$ cat src/rtl/pixel_plot_queue.sv
// Clip-and-queue stage between the Reuleaux drawer and the VGA adapter.
// On-screen plot requests are buffered in a FIFO and drained to the adapter under vga_ready.
module pixel_plot_queue #(
    parameter int DEPTH    = 16,
    parameter int SCREEN_W = 160,
    parameter int SCREEN_H = 120,
    parameter int CNT_W    = 16
) (
    input  logic             clk,
    input  logic             rst_n,
    input  logic             start,
    input  logic [7:0]       in_x,
    input  logic [6:0]       in_y,
    input  logic [2:0]       in_colour,
    input  logic             in_plot,
    output logic             in_ready,
    input  logic             draw_done,
    output logic [7:0]       vga_x,
    output logic [6:0]       vga_y,
    output logic [2:0]       vga_colour,
    output logic             vga_plot,
    input  logic             vga_ready,
    output logic             done,
    output logic [CNT_W-1:0] plotted_count,
    output logic [CNT_W-1:0] clipped_count,
    output logic             overflow
);
    localparam int          AW       = $clog2(DEPTH);
    localparam logic [AW:0] FULL_CNT = (AW+1)'(DEPTH);
    localparam logic [8:0]  X_LIM    = 9'(SCREEN_W);
    localparam logic [7:0]  Y_LIM    = 8'(SCREEN_H);

    typedef enum logic [1:0] {
        S_IDLE  = 2'd0,
        S_RUN   = 2'd1,
        S_FLUSH = 2'd2,
        S_DONE  = 2'd3
    } state_t;

    state_t           r_state;
    logic [17:0]      r_mem [DEPTH];
    logic [AW-1:0]    r_wr_ptr;
    logic [AW-1:0]    r_rd_ptr;
    logic [AW:0]      r_count;
    logic [7:0]       r_vga_x;
    logic [6:0]       r_vga_y;
    logic [2:0]       r_vga_colour;
    logic             r_vga_plot;
    logic             r_done;
    logic [CNT_W-1:0] r_plotted;
    logic [CNT_W-1:0] r_clipped;
    logic             r_overflow;

    logic w_full;
    logic w_empty;
    logic w_accept;
    logic w_clip;
    logic w_push;
    logic w_drop;
    logic w_pop;
    logic w_start_run;

    function automatic logic [CNT_W-1:0] sat_inc(input logic [CNT_W-1:0] v);
        if (&v) begin
            sat_inc = v;
        end else begin
            sat_inc = v + CNT_W'(1);
        end
    endfunction

    // Request classification and FIFO handshake decode
    always_comb begin
        w_full      = (r_count == FULL_CNT);
        w_empty     = (r_count == {(AW+1){1'b0}});
        w_accept    = in_plot && ((r_state == S_RUN) || (r_state == S_FLUSH));
        w_clip      = ({1'b0, in_x} >= X_LIM) || ({1'b0, in_y} >= Y_LIM);
        w_push      = w_accept && !w_clip && !w_full;
        w_drop      = w_accept && !w_clip && w_full;
        w_pop       = !w_empty && vga_ready;
        w_start_run = (r_state == S_IDLE) && start;
    end

    // FIFO storage; occupancy guards every read so the array needs no reset
    always_ff @(posedge clk) begin
        if (w_push) begin
            r_mem[r_wr_ptr] <= {in_x, in_y, in_colour};
        end
    end

    // Pointers, output register, counters and draw sequencing
    always_ff @(posedge clk or negedge rst_n) begin
        if (!rst_n) begin
            r_state      <= S_IDLE;
            r_wr_ptr     <= {AW{1'b0}};
            r_rd_ptr     <= {AW{1'b0}};
            r_count      <= {(AW+1){1'b0}};
            r_vga_x      <= 8'd0;
            r_vga_y      <= 7'd0;
            r_vga_colour <= 3'd0;
            r_vga_plot   <= 1'b0;
            r_done       <= 1'b0;
            r_plotted    <= {CNT_W{1'b0}};
            r_clipped    <= {CNT_W{1'b0}};
            r_overflow   <= 1'b0;
        end else begin
            if (w_push) begin
                r_wr_ptr <= r_wr_ptr + AW'(1);
            end
            if (w_pop) begin
                r_rd_ptr <= r_rd_ptr + AW'(1);
                {r_vga_x, r_vga_y, r_vga_colour} <= r_mem[r_rd_ptr];
            end
            case ({w_push, w_pop})
                2'b10:   r_count <= r_count + (AW+1)'(1);
                2'b01:   r_count <= r_count - (AW+1)'(1);
                default: r_count <= r_count;
            endcase
            r_vga_plot <= w_pop;

            if (w_start_run) begin
                r_plotted  <= {CNT_W{1'b0}};
                r_clipped  <= {CNT_W{1'b0}};
                r_overflow <= 1'b0;
            end else begin
                if (w_pop) begin
                    r_plotted <= sat_inc(r_plotted);
                end
                if (w_accept && w_clip) begin
                    r_clipped <= sat_inc(r_clipped);
                end
                if (w_drop) begin
                    r_overflow <= 1'b1;
                end
            end

            // A push into an empty FIFO during FLUSH still has to be drained before DONE
            case (r_state)
                S_IDLE: begin
                    if (start) begin
                        r_state <= S_RUN;
                    end
                end
                S_RUN: begin
                    if (draw_done) begin
                        r_state <= S_FLUSH;
                    end
                end
                S_FLUSH: begin
                    if (w_empty && !w_push) begin
                        r_state <= S_DONE;
                        r_done  <= 1'b1;
                    end
                end
                S_DONE: begin
                    if (!start) begin
                        r_state <= S_IDLE;
                        r_done  <= 1'b0;
                    end
                end
                default: begin
                    r_state <= S_IDLE;
                    r_done  <= 1'b0;
                end
            endcase
        end
    end

    assign in_ready      = !w_full;
    assign vga_x         = r_vga_x;
    assign vga_y         = r_vga_y;
    assign vga_colour    = r_vga_colour;
    assign vga_plot      = r_vga_plot;
    assign done          = r_done;
    assign plotted_count = r_plotted;
    assign clipped_count = r_clipped;
    assign overflow      = r_overflow;

endmodule

$ cat config.mk
export PLATFORM = sky130hd
export DESIGN_NAME = pixel_plot_queue
export DESIGN_NICKNAME = d
export VERILOG_FILES = /design/src/rtl/pixel_plot_queue.sv
export SDC_FILE = /design/constraint.sdc
export NUM_CORES = 1
export LEC_CHECK = 0
export ABC_CLOCK_PERIOD_IN_PS = 4390
export BUFFER_PORTS_ARGS = -buffer_cell sky130_fd_sc_hd__clkbuf_2
export CAP_MARGIN = 20
export CORE_UTILIZATION = 25
export CTS_CLUSTER_DIAMETER = 30
export DETAILED_ROUTE_END_ITERATION = 16
export PLACE_DENSITY = 0.45
export SLEW_MARGIN = 25
export SYNTH_ARGS = -nofsm -noshare
export SYNTH_HDL_FRONTEND = slang
export SYNTH_SLANG_ARGS = --single-unit
$ cat constraint.sdc
create_clock -name clk -period 4.39 [get_ports clk]
set_input_delay 0.878 -clock clk [delete_from_list [all_inputs] [get_ports clk]]
set_output_delay 0.878 -clock clk [all_outputs]
set_load 0.02 [all_outputs]
# After elaboration in Yosys (flattened, before gate mapping)

Memories as Yosys holds them, arrays and structs flattened. A register that Yosys moved wholly into a read port is not among the register bits.
Index checks and enable logic that the tools add are counted.

Bits in registers: 50
Bits in writable memories: 288
Bits of input ports: 24
Output and inout bits: 54
Logic and storage cells: 77
Memories kept: 1

Memories:

| memory | depth | width | read ports | clocked after memory_dff | wr ports | line | text |
|---|---|---|---|---|---|---|---|
| r_mem  | 16    | 18    | 1          | 1                        | 1        | 41   | `logic [17:0] r_mem [DEPTH];` |

Add/subtract/negate cells: 6
Magnitude comparators: 2
Eq/ne operators: 12
Mux-type cells: 19
Reductions and logical operators: 28

Operator list:

| operator                                             | number |
|---|---|
| 2-to-1 mux 16 bit                                    | 6 |
| adder 16 x 1 -> 16 bit (second input constant)       | 2 |
| AND reduction 16 bit                                 | 2 |
| inequality test 2 bit (second input constant)        | 5 |
| case mux 5 bit (2 select lines)                      | 1 |
| nonzero test 2 bit                                   | 5 |
| adder 4 x 1 -> 4 bit (second input constant)         | 2 |
| >= comparator 8 bit (second input constant)          | 1 |
| logical AND 1 bit                                    | 8 |
| 2-to-1 mux 2 bit                                     | 4 |
| case mux 2 bit (4 select lines)                      | 1 |
| >= comparator 7 bit (second input constant)          | 1 |
| equality test 2 bit (second input constant)          | 3 |
| 2-to-1 mux 1 bit                                     | 6 |
| adder 5 x 1 -> 5 bit (second input constant)         | 1 |
| equality test 5 bit (second input constant)          | 1 |
| logical NOT 1 bit                                    | 5 |
| logical NOT 5 bit                                    | 1 |
| subtractor 5 x 1 -> 5 bit (second input constant)    | 1 |
| equality test 2 x 1 -> 1 bit (second input constant) | 2 |
| AND reduction 2 bit                                  | 2 |
| AND reduction 4 bit                                  | 1 |
| AND reduction 3 bit                                  | 1 |
| logical NOT 2 bit                                    | 1 |
| other kinds (3)                                      | 4 |

# Logic depth before layout (Yosys ltp)

Depth after elaboration: 9
Depth in mapped cells: 13
Mapped depth without buffers: 12

# Least setup slack after synthesis

Ideal clock, no wire load.

Path kind: input-to-reg
Start point: input port in_y[6]
End point: memory r_mem[0][0] (enable)
Setup time: 0.439 ns
Arrival: 3.549 ns
Required time: 3.951 ns
Path slack: 0.402 ns
Cell stages on the path: 5
Buffers on the path: 1
Cells stage by stage: and4_1 buf_2 a2111oi_4 inv_2 nor4_1

Longest elaborated chain between the ends: 7

Ends and longest elaborated chain:

| item                                   | line | text |
|---|---|---|
| from (decl)                            | 13   | `input logic [6:0] in_y,` |
| >= comparator 7 bit                    | 76   | `w_clip = ({1'b0, in_x} >= X_LIM) \|\| ({1'b0, in_y} >= Y_LIM);` |
| logical OR 1 bit                       | 76   |  |
| logical NOT 1 bit                      | 77   | `w_push = w_accept && !w_clip && !w_full;` |
| logical AND 1 bit (2 in series)        | 77   |  |
| 2-to-1 mux 1 bit                       | 85   | `if (w_push) begin` |
| 2-to-1 mux 1 bit (implied by the code) | 86   | `r_mem[r_wr_ptr] <= {in_x, in_y, in_colour};` |
| to (decl)                              | 41   |  |

No other way between the ends.

# Worst setup path in the final report

Start point: register r_state[0]
End point: register r_count[4]

Longest elaborated chain between the ends: 7
Elaborated cells between the ends (all ways): 10
Classes of those cells: eq/ne: 4; mux: 1; reduce/logical: 5

Ends and longest elaborated chain:

| item                                                                  | line | text |
|---|---|---|
| from (decl)                                                           | 40   | `state_t r_state;` |
| from (signal assigned)                                                | 93   | `r_state <= S_IDLE;` |
| from (signal assigned)                                                | 140  | `r_state <= S_RUN;` |
| from (signal assigned)                                                | 145  | `r_state <= S_FLUSH;` |
| equality test 2 x 1 -> 1 bit or equality test 2 bit (tied branches)   | 75   | `w_accept = in_plot && ((r_state == S_RUN) \|\| (r_state == S_FLUSH));` |
| logical OR 1 bit *                                                    | 75   |  |
| logical AND 1 bit *                                                   | 75   |  |
| logical AND 1 bit * (2 in series)                                     | 77   |  |
| equality test 2 x 1 -> 1 bit or equality test 2 bit (tied branches)   | 113  | `case ({w_push, w_pop})` |
| case mux 5 bit (2 select lines) or nonzero test 2 bit (tied branches) | --   |  |
| to (signal assigned)                                                  | 114  | `2'b10: r_count <= r_count + (AW+1)'(1);` |
| to (signal assigned)                                                  | 115  | `2'b01: r_count <= r_count - (AW+1)'(1);` |
| to (signal assigned)                                                  | 116  | `default: r_count <= r_count;` |
| to (decl)                                                             | 44   | `logic [AW:0] r_count;` |

Every way passes the cells marked *; elsewhere a longest branch is shown, timed or not.
A chain may end at the register's enable or synchronous reset.

==> results.sh <==
export IMPL_status="finished, final reports clean"
export IMPL_rsz0062_at_grt="false"
export IMPL_grt_max_degree=58
export IMPL_syn_to_final_growth_pct=29.1
export IMPL_startpoint_type="flop"
export IMPL_vias_per_cell=4.55
export IMPL_clock_root_buffer="clkbuf_16"
export IMPL_crit_fanout=12
export IMPL_drc=0
export IMPL_cp_required_ns=4.85
export IMPL_grt_pass1_vias=8840
export IMPL_synthCells=815
export IMPL_cp_endpoint="r_count[4]"
export IMPL_gp_congestion=0.734
export IMPL_die_h_um=245
export IMPL_cp_startpoint="r_state[0]"
export IMPL_fp_coreArea_um2=57900
export IMPL_final_common_cell="edfxtp_1"
export IMPL_synth_adder_area_share_pct=1.28
export IMPL_syn_area_um2=14700
export IMPL_hold_viol=0
export IMPL_hp_class="in -> async"
export IMPL_synthXorXnorAreaFrac_pct=0.655
export IMPL_drv_slew=0
export IMPL_tightest_slew_ns=1.01
export IMPL_synth_top_family_by_area="multiplexers"
export IMPL_synth_area_top_cells="edfxtp_1, dfrtp_1, mux4_2, mux2i_1, ha_1"
export IMPL_cts_tree="done"
export IMPL_cts_setup_buffers=0
export IMPL_post_drt_wl_per_cell_um=20.3
export IMPL_synth_area_mux_share_pct=14.1
export IMPL_final_cell_mix="edfxtp_1, clkbuf_16, clkbuf_2"
export IMPL_clkTransAtPathRegs_ns=0.04
export IMPL_layout_drive_gt1_share_pct=33.1
export IMPL_placedCellCount=1649
export IMPL_n_antenna_cell=0
export IMPL_die_w_um=245
export IMPL_dr_pass1_iters=4
export IMPL_ys_seq_area_share_pct=70.4
export IMPL_port_buffers=77
export IMPL_pin_count=78
export IMPL_p_comb_share_pct=20.4
export IMPL_max_freq_mhz=299
export IMPL_endpoint_kind="flop"
export IMPL_crit_type="reg -> reg"
export IMPL_clockBufferDepth=3
export IMPL_r2r_cells=11
export IMPL_ir_worst_vdd_mv=0.367
export IMPL_r2r_end="r_count[4]"
export IMPL_antenna_found_initial=2
export IMPL_rows=88
export IMPL_maxCapViolations=0
export IMPL_track_usage_pct=12.5
export IMPL_fin_tns_setup_ns=0
export IMPL_drt_initial_drc_count=464
export IMPL_final_cells=1810
export IMPL_r2r_slack_ns=1.05
export IMPL_die_area_um2=59800
export IMPL_start_util_pct=25.4
export IMPL_clkLatencyLatePin_ns=0.60
export IMPL_synth_fp_nets=854
export IMPL_postCtsResizedCells=0
export IMPL_h_tree_depth=3
export IMPL_setup_violations=0
export IMPL_seq_power_share_pct=33.6
export IMPL_synth_edf_count=288
export IMPL_p_int_mw=9.31
export IMPL_fin_crit_sh_pct=76.1
export IMPL_p_leak_nw=6.65
export IMPL_cts_hold_buf=0
export IMPL_synth_simple_area_share_pct=5.90
export IMPL_switching_share_pct=28.5
export IMPL_synth_flop_cell="edfxtp_1"
export IMPL_synth_compound_area_share_pct=5.85
export IMPL_yosysTopAreaCellShare_pct=58.8
export IMPL_yosysWarnings=0
export IMPL_grt_overflow=0
export IMPL_vias=8235
export IMPL_clock_sinks=356
export IMPL_avgSynthCellArea_um2=18.0
export IMPL_wirelength_um=36800
export IMPL_fin_nets=1012
export IMPL_arrival_ns=3.80
export IMPL_antenna_left=0
export IMPL_pwr_share_clk_pct=46.0
export IMPL_power_density_nw_per_um2=685
export IMPL_synth_cell_types=64
export IMPL_p_switching_mw=3.71
export IMPL_cts_buffers_inserted=87
export IMPL_reg2reg_from="r_state[0]"
export IMPL_grt_pass1_wl_um=55600
export IMPL_synth_top_cell_by_area="edfxtp_1"
export IMPL_finalCriticalPeriod_ns=3.34
export IMPL_slew_headroom_pct=32.9
export IMPL_ys_ff_latch=356
export IMPL_skew_ns=0.0298
export IMPL_async_flop_share_pct=19.1
export IMPL_hpwl_um=21500
## state kept, by name (all words and copies together) (netlist names), 2 cells and up
register,count
clipped_count,16
plotted_count,16
r_count,5
r_mem,288
r_rd_ptr,4
r_state,2
r_wr_ptr,4
vga_colour,3
vga_x,8
vga_y,7
## stage by stage
stage | total power, mW | util, % | hold WS, ns | area, um2 | setup WS, ns
floorplan | 6.30 | - | 0.509 | 14700 | 0.402
global placement | 7.16 | 27.9 | 0.475 | 16200 | 0.508
detailed placement | 7.17 | 27.9 | 0.473 | 16200 | 0.488
CTS | 13.2 | 32.8 | 0.401 | 19000 | 1.03
global route | 13.6 | 32.8 | 0.439 | 19000 | 0.826
finish | 13.0 | 32.8 | 0.393 | 19000 | 1.05
## worst min-delay path by stage
stage                     slack (ns)          start          endpoint
after detailed placement        0.47       vga_x[2]          vga_x[2]
final                           0.39          rst_n  clipped_count[7]
after global routing            0.44          rst_n  clipped_count[7]
after CTS                       0.40          rst_n  clipped_count[6]
after global placement          0.47  vga_colour[1]     vga_colour[1]
after floorplan                 0.51    r_rd_ptr[3]       r_rd_ptr[3]
## power by group through the flow
stage / logic [mW] / registers [mW] / clock network, mW
after floorplan: 2.00 / 4.30 / 0
final: 2.65 / 4.38 / 5.99
after global placement: 2.72 / 4.45 / 0
after CTS: 2.73 / 4.39 / 6.11
after global routing: 2.89 / 4.43 / 6.30
after detailed placement: 2.72 / 4.45 / 0
## per-layer routing
layer	part of all wire [%]	global-route usage (%)
met1	43	15.7
met2	48	20.3
met3	5.6	3.29
met4	2.6	5.39
met5	0.046	0
## cells by family (layout without fill, tap and decap cells)
family / count (synthesis) / count (layout)
multiplexers: 117 / 117
adder cells (fa/ha/maj): 15 / 15
XOR/XNOR: 11 / 11
AND/OR/NAND/NOR: 150 / 150
buffers and inverters: 60 / 290
AO/OA/AOI/OAI: 106 / 106
flip-flops: 356 / 356
## synthesized netlist by cell type (8+ instances only)
cell type,number
xnor2_1,8
mux2i_1,43
edfxtp_1,288
clkbuf_1,20
buf_2,15
and2_1,13
nand3_1,11
nand2_1,41
o21ai_0,13
dfrtp_1,68
o221ai_2,11
o31ai_1,15
nand2b_1,8
a21oi_1,25
mux4_2,72
nand4_1,11
nor2_1,10
or4_1,14
inv_1,18
ha_1,15
## critical path, cell delays in order, from the launching register on
cell and delay (ns):
dfrtp_1 0.39, inv_1 0.08, ha_1 0.34, nand2_1 0.16
a2111oi_4 0.39, inv_2 0.17, ha_1 0.37, ha_1 0.27
or4b_2 0.66, o32ai_1 0.14, nor4b_1 0.10, xnor2_1 0.13
## area by class of cell
cell class                      count  area, um2
Fill cell                        5697      38900
Sequential cell                   356      10400
Multi-Input combinational cell    399       4130
Clock buffer                      106       2340
Tap cell                          765        957
Timing Repair Buffer              109        666
Clock inverter                     55        460
Inverter                           20       77.6
No activity file was read; power rests on OpenSTA's default activity.
